`config.mk`:
```
export PLATFORM = sky130hd
export DESIGN_NAME = gate_array_pipe_flat
export DESIGN_NICKNAME = d
export VERILOG_FILES = /design/src/rtl/gate_array_pipe_if.sv /design/src/rtl/gate_array_pipe.sv /design/src/flat_wrapper.sv
export SDC_FILE = /design/constraint.sdc
export NUM_CORES = 1
export LEC_CHECK = 0
export CAP_MARGIN = 20
export CORE_MARGIN = 1
export CORE_UTILIZATION = 36
export DETAILED_ROUTE_END_ITERATION = 8
export GPL_ROUTABILITY_DRIVEN = 0
export SYNTH_ARGS = -nofsm -noshare
export SYNTH_HDL_FRONTEND = slang
export SYNTH_SLANG_ARGS = --single-unit
export TNS_END_PERCENT = 1
```
`constraint.sdc`:
```
create_clock -name clk -period 2.1 [get_ports clk]
set_input_delay 0.42 -clock clk [delete_from_list [all_inputs] [get_ports clk]]
set_output_delay 0.42 -clock clk [all_outputs]
set_load 0.01 [all_outputs]
```
`src/rtl/gate_array_pipe_if.sv`:
```
//------------------------------------------------------------------------------
// Module : gate_array_pipe_if
// Brief  : Operand/result stream bundle for gate_array_pipe.
// Rev    : 1.0 - initial release
//------------------------------------------------------------------------------
`timescale 1ns/1ps
`default_nettype none

interface gate_array_pipe_if #(
  parameter int WIDTH = 4,
  parameter int CNT_W = 8
);
  logic             in_valid;
  logic             in_ready;
  logic [2:0]       op;
  logic [WIDTH-1:0] a;
  logic [WIDTH-1:0] b;
  logic             out_valid;
  logic             out_ready;
  logic [WIDTH-1:0] y;
  logic             red_and;
  logic             red_or;
  logic             red_xor;
  logic [CNT_W-1:0] done_cnt;

  modport master (
    output in_valid, op, a, b, out_ready,
    input  in_ready, out_valid, y, red_and, red_or, red_xor, done_cnt
  );

  modport slave (
    input  in_valid, op, a, b, out_ready,
    output in_ready, out_valid, y, red_and, red_or, red_xor, done_cnt
  );
endinterface

`default_nettype wire

```
`src/rtl/gate_array_pipe.sv`:
```
//------------------------------------------------------------------------------
// Module : gate_array_pipe
// Brief  : Two-stage valid/ready pipeline applying one of eight bitwise gates.
//          Define GATE_ARRAY_REDUCE_EN to build the registered y reductions.
// Rev    : 1.0 - initial release
//------------------------------------------------------------------------------
`timescale 1ns/1ps
`default_nettype none

module gate_array_pipe #(
  parameter int WIDTH = 4,
  parameter int CNT_W = 8
) (
  input  logic               clk,
  input  logic               rst_n,
  gate_array_pipe_if.slave   bus
);

  localparam logic [2:0] c_OP_AND  = 3'b000;
  localparam logic [2:0] c_OP_NAND = 3'b001;
  localparam logic [2:0] c_OP_OR   = 3'b010;
  localparam logic [2:0] c_OP_NOR  = 3'b011;
  localparam logic [2:0] c_OP_XOR  = 3'b100;
  localparam logic [2:0] c_OP_XNOR = 3'b101;
  localparam logic [2:0] c_OP_NOTA = 3'b110;

  logic             r_s1_v;
  logic [2:0]       r_s1_op;
  logic [WIDTH-1:0] r_s1_a;
  logic [WIDTH-1:0] r_s1_b;
  logic             r_s2_v;
  logic [WIDTH-1:0] r_y;
  logic [CNT_W-1:0] r_done_cnt;

  logic             w_s2_adv;
  logic             w_in_ready;
  logic             w_accept;
  logic             w_handoff;
  logic [WIDTH-1:0] w_result;

  // Ready path is combinational from out_ready so a full pipe can move every cycle.
  assign w_s2_adv   = !r_s2_v || bus.out_ready;
  assign w_in_ready = !r_s1_v || w_s2_adv;
  assign w_accept   = bus.in_valid && w_in_ready;
  assign w_handoff  = r_s2_v && bus.out_ready;

  always_comb begin
    w_result = r_s1_a;
    case (r_s1_op)
      c_OP_AND:  w_result = r_s1_a & r_s1_b;
      c_OP_NAND: w_result = ~(r_s1_a & r_s1_b);
      c_OP_OR:   w_result = r_s1_a | r_s1_b;
      c_OP_NOR:  w_result = ~(r_s1_a | r_s1_b);
      c_OP_XOR:  w_result = r_s1_a ^ r_s1_b;
      c_OP_XNOR: w_result = ~(r_s1_a ^ r_s1_b);
      c_OP_NOTA: w_result = ~r_s1_a;
      default:   w_result = r_s1_a;
    endcase
  end

  // Operand registers only load on accept so idle bus data never reaches state.
  always_ff @(posedge clk or negedge rst_n) begin
    if (!rst_n) begin
      r_s1_v  <= 1'b0;
      r_s1_op <= 3'b000;
      r_s1_a  <= '0;
      r_s1_b  <= '0;
    end else if (w_in_ready) begin
      r_s1_v <= bus.in_valid;
      if (bus.in_valid) begin
        r_s1_op <= bus.op;
        r_s1_a  <= bus.a;
        r_s1_b  <= bus.b;
      end
    end
  end

  always_ff @(posedge clk or negedge rst_n) begin
    if (!rst_n) begin
      r_s2_v <= 1'b0;
      r_y    <= '0;
    end else if (w_s2_adv) begin
      r_s2_v <= r_s1_v;
      if (r_s1_v) begin
        r_y <= w_result;
      end
    end
  end

  always_ff @(posedge clk or negedge rst_n) begin
    if (!rst_n) begin
      r_done_cnt <= '0;
    end else if (w_handoff) begin
      r_done_cnt <= r_done_cnt + CNT_W'(1);
    end
  end

`ifdef GATE_ARRAY_REDUCE_EN
  logic r_red_and;
  logic r_red_or;
  logic r_red_xor;

  always_ff @(posedge clk or negedge rst_n) begin
    if (!rst_n) begin
      r_red_and <= 1'b0;
      r_red_or  <= 1'b0;
      r_red_xor <= 1'b0;
    end else if (w_s2_adv && r_s1_v) begin
      r_red_and <= &w_result;
      r_red_or  <= |w_result;
      r_red_xor <= ^w_result;
    end
  end

  assign bus.red_and = r_red_and;
  assign bus.red_or  = r_red_or;
  assign bus.red_xor = r_red_xor;
`else
  assign bus.red_and = 1'b0;
  assign bus.red_or  = 1'b0;
  assign bus.red_xor = 1'b0;
`endif

  assign bus.in_ready  = w_in_ready;
  assign bus.out_valid = r_s2_v;
  assign bus.y         = r_y;
  assign bus.done_cnt  = r_done_cnt;

endmodule

`default_nettype wire
```
`src/flat_wrapper.sv`:
```
// flat-port wrapper written by rule: the top's interface ports become plain ports
module gate_array_pipe_flat 
#(
  parameter int WIDTH = 4,
  parameter int CNT_W = 8
)
  (clk, rst_n, bus_in_valid, bus_op, bus_a, bus_b, bus_out_ready, bus_in_ready, bus_out_valid, bus_y, bus_red_and, bus_red_or, bus_red_xor, bus_done_cnt);
  gate_array_pipe_if #(.WIDTH(WIDTH), .CNT_W(CNT_W)) bus_i ();
  input  logic clk;
  input  logic rst_n;
  input wire logic [$bits(bus_i.in_valid)-1:0] bus_in_valid;
  input wire logic [$bits(bus_i.op)-1:0] bus_op;
  input wire logic [$bits(bus_i.a)-1:0] bus_a;
  input wire logic [$bits(bus_i.b)-1:0] bus_b;
  input wire logic [$bits(bus_i.out_ready)-1:0] bus_out_ready;
  output wire logic [$bits(bus_i.in_ready)-1:0] bus_in_ready;
  output wire logic [$bits(bus_i.out_valid)-1:0] bus_out_valid;
  output wire logic [$bits(bus_i.y)-1:0] bus_y;
  output wire logic [$bits(bus_i.red_and)-1:0] bus_red_and;
  output wire logic [$bits(bus_i.red_or)-1:0] bus_red_or;
  output wire logic [$bits(bus_i.red_xor)-1:0] bus_red_xor;
  output wire logic [$bits(bus_i.done_cnt)-1:0] bus_done_cnt;
  assign bus_i.in_valid = bus_in_valid;
  assign bus_i.op = bus_op;
  assign bus_i.a = bus_a;
  assign bus_i.b = bus_b;
  assign bus_i.out_ready = bus_out_ready;
  assign bus_in_ready = bus_i.in_ready;
  assign bus_out_valid = bus_i.out_valid;
  assign bus_y = bus_i.y;
  assign bus_red_and = bus_i.red_and;
  assign bus_red_or = bus_i.red_or;
  assign bus_red_xor = bus_i.red_xor;
  assign bus_done_cnt = bus_i.done_cnt;
  gate_array_pipe #(.WIDTH(WIDTH), .CNT_W(CNT_W)) u_core (.clk(clk), .rst_n(rst_n), .bus(bus_i));
endmodule
```
== Word level (Yosys, flattened, before mapping) ==
Index checks and enable logic that the tools add are counted.
Cells by class
  add/sub/neg operators: 1
  $mul: 0
  div/mod/pow operators: 0
  $lt $le $gt $ge: 0
  eq/ne operators: 6
  shift operators: 0
  muxes and demuxes: 1
  bitwise gates (word level): 7
  reductions and logical operators: 8
Operators with widths (number)
  $pmux 4 s7: 1
  $not 4->4: 4
  $eq 3x3->1 const B: 3
  $add 8x1->8 const B: 1
  $eq 3x2->1 const B: 2
  $and 4x4->4: 1
  $or 4x4->4: 1
  $reduce_and 2->1: 2
  $xor 4x4->4: 1
  $eq 3x1->1 const B: 1
  $logic_not 3->1: 1
  $logic_not 1->1: 2
  $logic_or 1x1->1: 2
  $logic_and 1x1->1: 1
Word-level totals
  flip-flop bits (word level): 25
  latch bits: 0
  memory bits (writable): 0
  memory bits (read-only): 0
  output and inout bits: 17
  logic and storage cells: 30
  memories: 0

== Longest topological paths before layout ==
Gate-level depths: netlist of run 1.
  depth after elaboration: 4
  gate-level depth with buffers: 6
  gate-level depth less buffers: 6

== Worst setup path before layout of run 1 ==
Ideal clock, no wire load.
  path kind: register -> register
  start: register u_core.r_s1_a[2]
  end: register u_core.r_y[2], in the netlist u_core.bus.y[2]
  arrival time: 1.324 ns
  data required time: 1.973 ns
  slack: 0.649 ns
  stages on the path, launching flop included: 6
  path buffers: 0
  period minus slack after synthesis: 1.451 ns
  cells stage by stage: dfrtp_1 clkinv_1 ha_1 mux4_2 xnor2_1 o21ai_1
On the way
  cells in the longest elaborated chain, start to end: 3
  elaborated cells on any way between the ends: 8
  those cells by class: 1 x mux; 7 x bitwise
Ends and longest elaborated chain
  start: declaration: RTL line gate_array_pipe.sv:29  | logic [WIDTH-1:0] r_s1_a;
  start signal: assignment: RTL line gate_array_pipe.sv:72  | r_s1_a <= bus.a;
  $xor 4x4->4 (tied with other cells): RTL line gate_array_pipe.sv:54, gate_array_pipe.sv:55
  $not 4->4, on equally long branches: RTL line gate_array_pipe.sv:55, gate_array_pipe.sv:51, gate_array_pipe.sv:53
  $pmux 4 s7 (*): RTL line gate_array_pipe.sv:49  | case (r_s1_op)
  end signal: assignment: RTL line gate_array_pipe.sv:85  | r_y <= w_result;
  end: declaration: RTL line gate_array_pipe.sv:32  | logic [WIDTH-1:0] r_y;
Mark *: on every way between the ends. The rest lies on a longest branch, timed or not.
A chain may end at the register's enable or synchronous reset.

== Worst setup path after layout of run 1 ==
  start: input port bus_out_ready
  end: output port bus_in_ready
On the way
  cells in the longest elaborated chain, start to end: 2
Ends and longest elaborated chain
  start: declaration: RTL line flat_wrapper.sv:15  | input wire logic [$bits(bus_i.out_ready)-1:0] bus_out_ready;
  $logic_or 1x1->1: RTL line gate_array_pipe.sv:42  | assign w_s2_adv = !r_s2_v || bus.out_ready;
  $logic_or 1x1->1: RTL line gate_array_pipe.sv:43  | assign w_in_ready = !r_s1_v || w_s2_adv;
  end: declaration: RTL line flat_wrapper.sv:16  | output wire logic [$bits(bus_i.in_ready)-1:0] bus_in_ready;
No other way between the ends.

==> insert_results.sql, run 1 <==
INSERT INTO impl_metrics (metric_group, metric, value, unit) VALUES
('status', 'run_status', 'complete, no violations', ''),
('layout', 'n_antenna_cell', '0', ''),
('critical_path', 'rr_endpoint', 'u_core.bus.y[2]', ''),
('routing', 'route.detailed.wl_per_inst', '13.5', 'µm'),
('critical_path', 'rr_startpoint', 'u_core.r_s1_op[2]', ''),
('synth', 'yosysMostFrequentCell', 'dfrtp_1', ''),
('clock_network', 'clk_path_buf_depth', '2', ''),
('clock_network', 'ctsHtreeMaxLevel', '1', ''),
('grt', 'grt_pass1_wl', '5040', 'µm'),
('timing', 'worst_clock_skew', '1.23', 'ps'),
('floorplanning', 'num_io_pins', '32', ''),
('critical_path', 'regToRegSetupSlack', '440', 'ps'),
('floorplanning', 'num_rows', '22', ''),
('timing', 'report.final.hold_viol_count', '0', ''),
('clock_network', 'cts_post_setup_buffers_inserted', '0', ''),
('placed_design', 'post-place-cells', '204', ''),
('grt', 'gr-total-overflow', '0', ''),
('clock_network', 'worst_skew_pair.late_latency', '270', 'ps'),
('routing', 'wirelength', '2820', 'µm'),
('routing', 'post_detailed_route_count_of_antenna_violating_nets', '0', ''),
('grt', 'grt_start_max_net_pins', '26', ''),
('grt', 'first_global_vias', '1111', ''),
('timing', 'timing.fmax', '0.498', 'GHz'),
('synth', 'ys_warn_count', '0', ''),
('layout', 'seqCellArea', '626', 'µm²'),
('routing', 'drt_iter0_drc', '27', ''),
('synth', 'synth-seq-cells', '25', ''),
('power_and_ir_drop', 'p_leak', '0.787', 'nW'),
('synth', 'share_of_the_yosys_chip_area_belonging_to_registers', '43.8', '%'),
('synth', 'synth_cell_types', '34', ''),
('synth', 'synth_top_cells_by_area', 'dfrtp_1 (44%), ha_1 (7.9%), mux2_1 (7.9%), xnor2_1 (3.7%), buf_4 (2.6%)', ''),
('placed_design', 'detailedPlacementHpwl', '2080', 'µm'),
('routing', 'drc', '0', ''),
('synth', 'ys_async_sr_fraction', '100', '%'),
('layout', 'final_core_util', '48.0', '%'),
('grt', 'number_of_antenna_violations_at_the_first_check_in_global_routing', '0', ''),
('synth', 'synth-main-ff-cell', 'dfrtp_1', ''),
('flow_run', 'drv.max_cap_violation_count', '0', ''),
('routing', 'vias', '1033', ''),
('layout', 'design_area_final', '1800', 'µm²'),
('layout', 'stdcell_count', '208', ''),
('layout', 'layout-drive-gt1-share', '8.75', '%'),
('synth', 'postSynthAreaPerCell', '10.8', 'µm²'),
('synth', 'synth_largest_area_cell', 'dfrtp_1', ''),
('power_and_ir_drop', 'vdd_ir_drop_max', '0.562', 'mV'),
('placed_design', 'quantity_of_i_o_buffers_inserted_on_ports', '28', ''),
('timing', 'finalSetupTns', '0', 'ps'),
('hold_path', 'hp-class', 'input port to async pin', ''),
('timing', 'maxSlewViolCount', '0', ''),
('placed_design', 'preCtsSetupSlack', '85.2', 'ps'),
('timing', 'max_slew.worst_pin.slew', '598', 'ps'),
('clock_network', 'cts_tree', 'built', ''),
('timing', 'relSlewSlack', '60.2', '%'),
('critical_path', 'setup.worst_path.class', 'input port to output pin', ''),
('critical_path', 'worstSetupStartpointType', 'input port', ''),
('synth', 'synth_commonest_cells', 'dfrtp_1 (25), mux2_1 (10)', ''),
('synth', 'netlist_area', '1430', 'µm²'),
('timing', 'report.final.setup_viol', '0', ''),
('power_and_ir_drop', 'power_density', '924', 'nW/µm²'),
('clock_network', 'clk_pin_slew', '90', 'ps'),
('clock_network', 'postCtsResizedCells', '0', ''),
('floorplanning', 'vertical_extent_of_the_die', '65', 'µm'),
('synth', 'number_of_enable_flip_flop_cells_after_synthesis', '0', ''),
('clock_network', 'cts-hold-fix-buffers', '0', ''),
('critical_path', 'cp.arrival', '1590', 'ps'),
('clock_network', 'cts_made_buffers', '3', ''),
('layout', 'finish.net_count', '185', ''),
('critical_path', 'critPathRequiredTime', '1680', 'ps'),
('layout', 'multi_input_comb_area', '711', 'µm²'),
('synth', 'synthCells', '132', ''),
('critical_path', 'crit_path_max_fanout', '3', '');
## registers in the layout, indices dropped and copies added (netlist names)
| name | flops |
|---|---|
| u_core.bus.done_cnt | 8 |
| u_core.r_s1_a | 4 |
| u_core.bus.y | 4 |
| u_core.bus.out_valid | 1 |
| u_core.r_s1_op | 3 |
| u_core.r_s1_v | 1 |
| u_core.r_s1_b | 4 |
## layer usage
layer	vias up	part of all wire (%)	track usage [%]	routed length, µm
met5	-	0	0	0
met3	2	6.2	4.75	175
met1	508	41	16.5	1150
li1	498	-	-	-
met4	0	0.50	2.50	14
met2	25	52	29.9	1470
## area by class of cell
class	instances	area share (%)
repair buffers	31	17.6
multi-input cells	90	39.6
clock buffers	3	2.30
clock inverters	1	0.279
flip-flops and latches	25	34.8
inverters	10	2.09
well taps	48	3.34
## critical path, stage by stage
cell and delay, ps:
clkdlybuf4s50_1 470, nand3b_1 140, clkdlybuf4s50_1 550
## report_power, final
group | leakage (nW) | switching (mW) | internal [mW] | total (mW)
Clock | 0.0255 | 0.164 | 0.133 | 0.297
Sequential | 0.295 | 0.159 | 0.602 | 0.761
Combinational | 0.466 | 0.235 | 0.365 | 0.601
## stage by stage
stage,hold slack [ps],total power [mW]
6_report,491,1.66
5_1_grt,517,1.79
4_1_cts,507,1.68
3_5_place_dp,492,1.38
3_3_place_gp,487,1.34
2_1_floorplan,124,1.09
## cell families (layout without fill, tap and decap cells)
group / count (synthesis) / in the layout / share of synthesized area (%)
XOR/XNOR: 8 / 8 / 5.43
AO/OA/AOI/OAI: 16 / 16 / 7.97
adder cells (fa/ha/maj): 9 / 9 / 7.88
other: 1 / 3 / 0.262
multiplexers: 16 / 16 / 13.1
flip-flops: 25 / 25 / 43.8
buffers and inverters: 19 / 45 / 7.00
AND/OR/NAND/NOR: 38 / 38 / 14.5
## worst max-delay path by stage
stage	to	cells past startpoint	slack [ps]	start
final	bus_in_ready	3	90	bus_out_ready
after CTS	bus_in_ready	3	80	bus_out_ready
after floorplan	u_core.bus.y[2]	5	650	u_core.r_s1_a[2]
after global routing	bus_in_ready	3	40	bus_out_ready
after global placement	bus_in_ready	3	80	bus_out_ready
after detailed placement	bus_in_ready	3	90	bus_out_ready
## cells in the final DEF, fill, tap and decap left out, drive strengths merged, types with 4 or more instances in the layout
master	count
nor3b	4
xnor2	7
dfrtp	25
nor2	9
inv	9
clkdlybuf4s50	28
ha	9
nand2	10
mux2	12
Note: power is estimated with default switching activity, not from simulation.
==> inputs of run 2 (changes only) <==
==> constraint.sdc (replaced) <==
create_clock -name clk -period 2.05 [get_ports clk]
set_input_delay 0.41 -clock clk [delete_from_list [all_inputs] [get_ports clk]]
set_output_delay 0.41 -clock clk [all_outputs]
set_load 0.01 [all_outputs]
==> insert_results.sql, run 2 (synthesis gave the netlist of run 1 again) <==
INSERT INTO impl_metrics (metric_group, metric, value, unit) VALUES
('routing', 'drc', '0', ''),
('power_and_ir_drop', 'p_leak', '0.797', 'nW'),
('critical_path', 'worstSetupStartpointType', 'input port', ''),
('critical_path', 'crit_path_max_fanout', '2', ''),
('placed_design', 'detailedPlacementHpwl', '1980', 'µm'),
('grt', 'grt_start_max_net_pins', '26', ''),
('timing', 'worst_clock_skew', '10.0', 'ps'),
('floorplanning', 'die_width', '65', 'µm'),
('grt', 'first_global_vias', '1044', ''),
('timing', 'grt_setup_unrepaired', 'no', ''),
('timing', 'report.final.setup_viol', '0', ''),
('power_and_ir_drop', 'power_density', '944', 'nW/µm²'),
('clock_network', 'cts_num_sinks', '25', ''),
('timing', 'layout_worst_path_cycle_share', '96.1', '%'),
('placed_design', 'preCtsSetupSlack', '67.1', 'ps'),
('routing', 'drt_iter0_drc', '53', ''),
('clock_network', 'cts_tree', 'built', ''),
('clock_network', 'cts_root_buf', 'clkbuf_8', ''),
('critical_path', 'critPathRequiredTime', '1640', 'ps'),
('clock_network', 'ctsHtreeMaxLevel', '1', ''),
('timing', 'max_slew.worst_pin.slew', '536', 'ps'),
('floorplanning', 'num_rows', '22', ''),
('flow_run', 'drv.max_cap_violation_count', '0', ''),
('layout', 'n_antenna_cell', '0', ''),
('routing', 'post_detailed_route_count_of_antenna_violating_nets', '0', ''),
('routing', 'drt_pre_antenna_iters', '4', ''),
('timing', 'finalSetupTns', '0', 'ps'),
('floorplanning', 'vertical_extent_of_the_die', '65', 'µm'),
('timing', 'final.setup.worst_slack', '80.3', 'ps'),
('layout', 'layout_commonest_cell', 'clkdlybuf4s50_1', ''),
('hold_path', 'hp-class', 'input port to async pin', ''),
('floorplanning', 'num_io_pins', '32', ''),
('grt', 'grt_use_total', '14.8', '%'),
('layout', 'layout-area-overhead-vs-synth', '27.0', '%'),
('clock_network', 'worst_skew_pair.late_latency', '280', 'ps'),
('timing', 'report.final.hold_viol_count', '0', ''),
('routing', 'wirelength', '2720', 'µm'),
('clock_network', 'clk_pin_slew', '100', 'ps'),
('layout', 'mostFrequentLayoutCells', 'clkdlybuf4s50_1 (28), dfrtp_1 (25), mux2_1 (10)', ''),
('routing', 'drt-vias-per-instance', '4.97', ''),
('timing', 'relSlewSlack', '64.3', '%'),
('grt', 'gr-total-overflow', '0', ''),
('floorplanning', 'die_area', '4230', 'µm²'),
('clock_network', 'postCtsResizedCells', '0', ''),
('power_and_ir_drop', 'post-layout-total-power', '1.71', 'mW'),
('grt', 'number_of_antenna_violations_at_the_first_check_in_global_routing', '0', ''),
('clock_network', 'cts-hold-fix-buffers', '0', ''),
('layout', 'layout-drive-gt1-share', '9.88', '%'),
('critical_path', 'setup.worst_path.class', 'input port to output pin', ''),
('clock_network', 'clk_path_buf_depth', '2', ''),
('routing', 'route.detailed.wl_per_inst', '12.9', 'µm'),
('timing', 'maxSlewViolCount', '0', ''),
('floorplanning', 'floorplan.initialDensity', '38.2', '%'),
('placed_design', 'quantity_of_i_o_buffers_inserted_on_ports', '28', ''),
('power_and_ir_drop', 'vdd_ir_drop_max', '0.670', 'mV'),
('layout', 'largest_reg_flops', '8', ''),
('timing', 'final.min_clock_period', '1970', 'ps'),
('routing', 'vias', '1044', ''),
('clock_network', 'cts_post_setup_buffers_inserted', '0', ''),
('floorplanning', 'fp.coreArea', '3740', 'µm²'),
('critical_path', 'timing.critical_path.to_type', 'output pin', ''),
('critical_path', 'cp.arrival', '1560', 'ps'),
('layout', 'finish.net_count', '187', ''),
('clock_network', 'cts_made_buffers', '3', ''),
('grt', 'grt_pass1_wl', '4850', 'µm'),
('timing', 'timing.fmax', '0.508', 'GHz'),
('layout', 'final_core_util', '48.5', '%'),
('status', 'run_status', 'complete, no violations', '');
-- run 2: where the power goes --
group | switching [mW] | internal, mW
clock | 0.174 | 0.143
combinational | 0.250 | 0.378
sequential | 0.151 | 0.617
total | 0.575 | 1.14
-- run 2: worst max-delay path: stages --
cell and delay [ps]:
clkdlybuf4s50_1 480, nand3b_1 130, clkdlybuf4s50_1 540
-- run 2: final timing paths --
kind / end / cells past startpoint / slack, ps / from
max: bus_in_ready / 3 / 80 / bus_out_ready
min: u_core.bus.y[2] / 2 / 490 / rst_n
max reg2reg: u_core.bus.y[2] / 5 / 490 / u_core.r_s1_a[2]
min reg2reg: u_core.bus.done_cnt[5] / 1 / 510 / u_core.bus.done_cnt[5]
max in group asynchronous: u_core.r_s1_a[3] / 2 / 1300 / rst_n
min in group clk: u_core.bus.done_cnt[5] / 1 / 510 / u_core.bus.done_cnt[5]
-- run 2: layout make-up --
type                    count  area, µm²
flip-flops and latches     25        626
clock buffers               3       41.3
clock inverters             1       8.76
multi-input cells          90        711
fillers                   367       1930
inverters                  10       37.5
well taps                  48       60.1
repair buffers             33        330
-- run 2: stage by stage --
stage | hold slack, ps | std cells | cell area (µm²)
2_1_floorplan | 114 | 134 | 1440
3_3_place_gp | 487 | 206 | 1760
3_5_place_dp | 489 | 206 | 1760
4_1_cts | 493 | 210 | 1810
5_1_grt | 509 | 210 | 1810
6_report | 486 | 210 | 1810
-- run 2: metal layers --
metal	vias up	global-route usage (%)	part of all wire (%)
met5	-	0	0
met1	516	18.4	44
met2	24	25.7	49
met3	2	4.75	5.9
li1	502	-	-
met4	0	1.67	0.26
==> variant (config.mk and constraints of run 1) <==
Add a define of `GATE_ARRAY_REDUCE_EN`.
--- a/src/rtl/gate_array_pipe.sv
+++ b/src/rtl/gate_array_pipe.sv
@@ -6,6 +6,8 @@
 //------------------------------------------------------------------------------
 `timescale 1ns/1ps
 `default_nettype none
+
+`define GATE_ARRAY_REDUCE_EN
 
 module gate_array_pipe #(
   parameter int WIDTH = 4,
Function: changed (Yosys sat finds a counterexample within 4 cycles, from zero or initial values and one cycle with rst_n low).
==> variant against run 1 <==
Design area is 9.3% higher. Worst setup slack worse by 28 ps. Sequential cell count is 3 higher. Power is 26% higher. Area after synthesis is 0.53% lower. Synthesized cell count is 12% lower. Wire length is 11% lower. First-iteration DRC count is 19% lower. Critical endpoint is now u_core.bus.red_or.
==> variant: results (changes against run 1) <==
[outcome]
status = completed

[route]
routed-wl-met2_um = 1216  ; -17%
drt-total-wl_um = 2500  ; -11%
routedLengthMet1_um = 1143  ; -0.95%
dr.pass1.iters = 4  ; unchanged
vias = 926  ; -10%
drt_iter0_drc = 22  ; -19%
wl_met3_um = 72  ; -59%

[synthesis]
yosys-top-cells-count = 28 x dfrtp_1, 15 x inv_1, 14 x mux2_2
ys.flop_type = dfrtp_1
syn-num-nets = 143
synthTopCellsByArea = dfrtp_1 49%, mux2_2 11%, ha_1 11%, xnor2_1 5.5%, inv_1 4.0%
yosysSeqAreaShare = 0.4930  ; +0.05513
ys_async_sr_fraction = 1.000  ; unchanged
ys_types = 19  ; -44%
ys_warn_count = 0  ; unchanged
synth.avg_cell_area_um2 = 12.25  ; +13%

[place]
io_buffers = 31  ; +11%
hpwl_um = 1911  ; -8.0%

[layout]
drive_above_1_share = 0.2372  ; +0.1497
nNetsFinal = 184  ; -0.54%
insertedDiodeCount = 0  ; unchanged
largest_register_ffs = 8  ; unchanged
fin_cells = 204  ; -1.9%

[job]
drv_cap = 0  ; unchanged

[worst_hold_path]
hold_path.class = register to register

[cts]
cts_buffer_depth = 2  ; unchanged
cts-root-buf = clkbuf_8
htreeDepth = 1  ; unchanged
clock_latency_ps = 280
clk_pin_slew_ps = 100

[setup_path]
startpoint = u_core.r_s1_b[3]
slowest_stage = mux4_2
worst-path-max-fanout = 3  ; unchanged
critPathArrivalTime_ps = 2200  ; +610 ps
cpPeakStageDelay_ps = 480  ; -70 ps

[sta]
worstMarginPinSlew_ps = 368.7  ; -228.9 ps
skew_ps = 9.382  ; +8.154 ps
final_hold_viol_count = 0  ; unchanged

[power_and_ir_drop]
ir_worst_vdd_uv = 399.5  ; -29%
total_leakage_power_nw = 0.8663  ; +10%

[global_routing]
grt_pass1_vias = 919  ; -17%
grt_max_degree = 29  ; +12%
grt_util_all_layers = 0.1320  ; -0.02330
grt_pass1_wl_um = 4098  ; -19%

-- variant: worst paths after layout --
check                                          end  slack [ps]  depth (start not counted)
worst max register to register   u_core.bus.red_or          60                          7
worst max-delay path             u_core.bus.red_or          60                          7
worst min register to register  u_core.bus.red_and         490                          2
worst min-delay path            u_core.bus.red_and         490                          2
max in group asynchronous        u_core.bus.red_or        1320                          2
min in group asynchronous       u_core.bus.red_xor         510                          2
-- variant: per-layer routing --
metal	GRT usage	up-vias
met2	0.2318	16
met3	0.01585	5
met4	0.08333	0
met1	0.1502	443
met5	0	-
li1	-	462
-- variant: cell type report --
class                           count  area, um2
Sequential cell                    28      700.7
Fill cell                         332       1754
Clock buffer                        3      41.29
Timing Repair Buffer               38      379.1
Inverter                           15      56.30
Tap cell                           48      60.06
Clock inverter                      1      30.03
Multi-Input combinational cell     71      694.4
-- variant: through the flow --
| stage | setup slack (ps) | area (um2) | total power (W) | TNS, ps |
|---|---|---|---|---|
| finish | 64.19 | 1962 | 0.002090 | 0 |
| global route | -28.66 | 1962 | 0.002244 | -54.09 |
| CTS | 1.055 | 1911 | 0.002071 | 0 |
| detailed placement | 5.174 | 1832 | 0.001630 | 0 |
| global placement | 56.47 | 1832 | 0.001607 | 0 |
| floorplan | 126.5 | 1421 | 0.001240 | 0 |
-- variant: timing repair --
action,in CTS,in global routing
pin swaps,0,4
cloned,0,0
endpoints found under the setup margin,1,3
gates resized for setup,1,11
setup buffers,0,2
-- variant: cells by family (layout without fill, tap and decap cells) --
group / count (synthesis) / in the layout / share of synthesized area
AOI/OAI and AO/OA: 5 / 5 / 0.02113
xor gates and xnor gates: 12 / 12 / 0.07395
adders and majority gates: 12 / 12 / 0.1056
buffers and inverters: 17 / 57 / 0.04665
DFF: 28 / 28 / 0.4930
muxes: 18 / 18 / 0.1796
and+or+nand+nor: 24 / 24 / 0.08011
-- variant: power by group --
group / total, W / switching (W) / internal, W
Combinational: 0.000833 / 0.000318 / 0.000516
Clock: 0.000427 / 0.000171 / 0.000256
Sequential: 0.000830 / 0.000143 / 0.000687
-- variant: worst max-delay path, delay by kind of cell, from the launching register on --
family	cells	cell delay [ps]
XOR/XNOR	1	210
multiplexers	1	480
AND/OR/NAND/NOR	1	50
flip-flops	1	420
AO/OA/AOI/OAI	1	280
adder cells (fa/ha/maj)	2	390
buffers and inverters	1	100
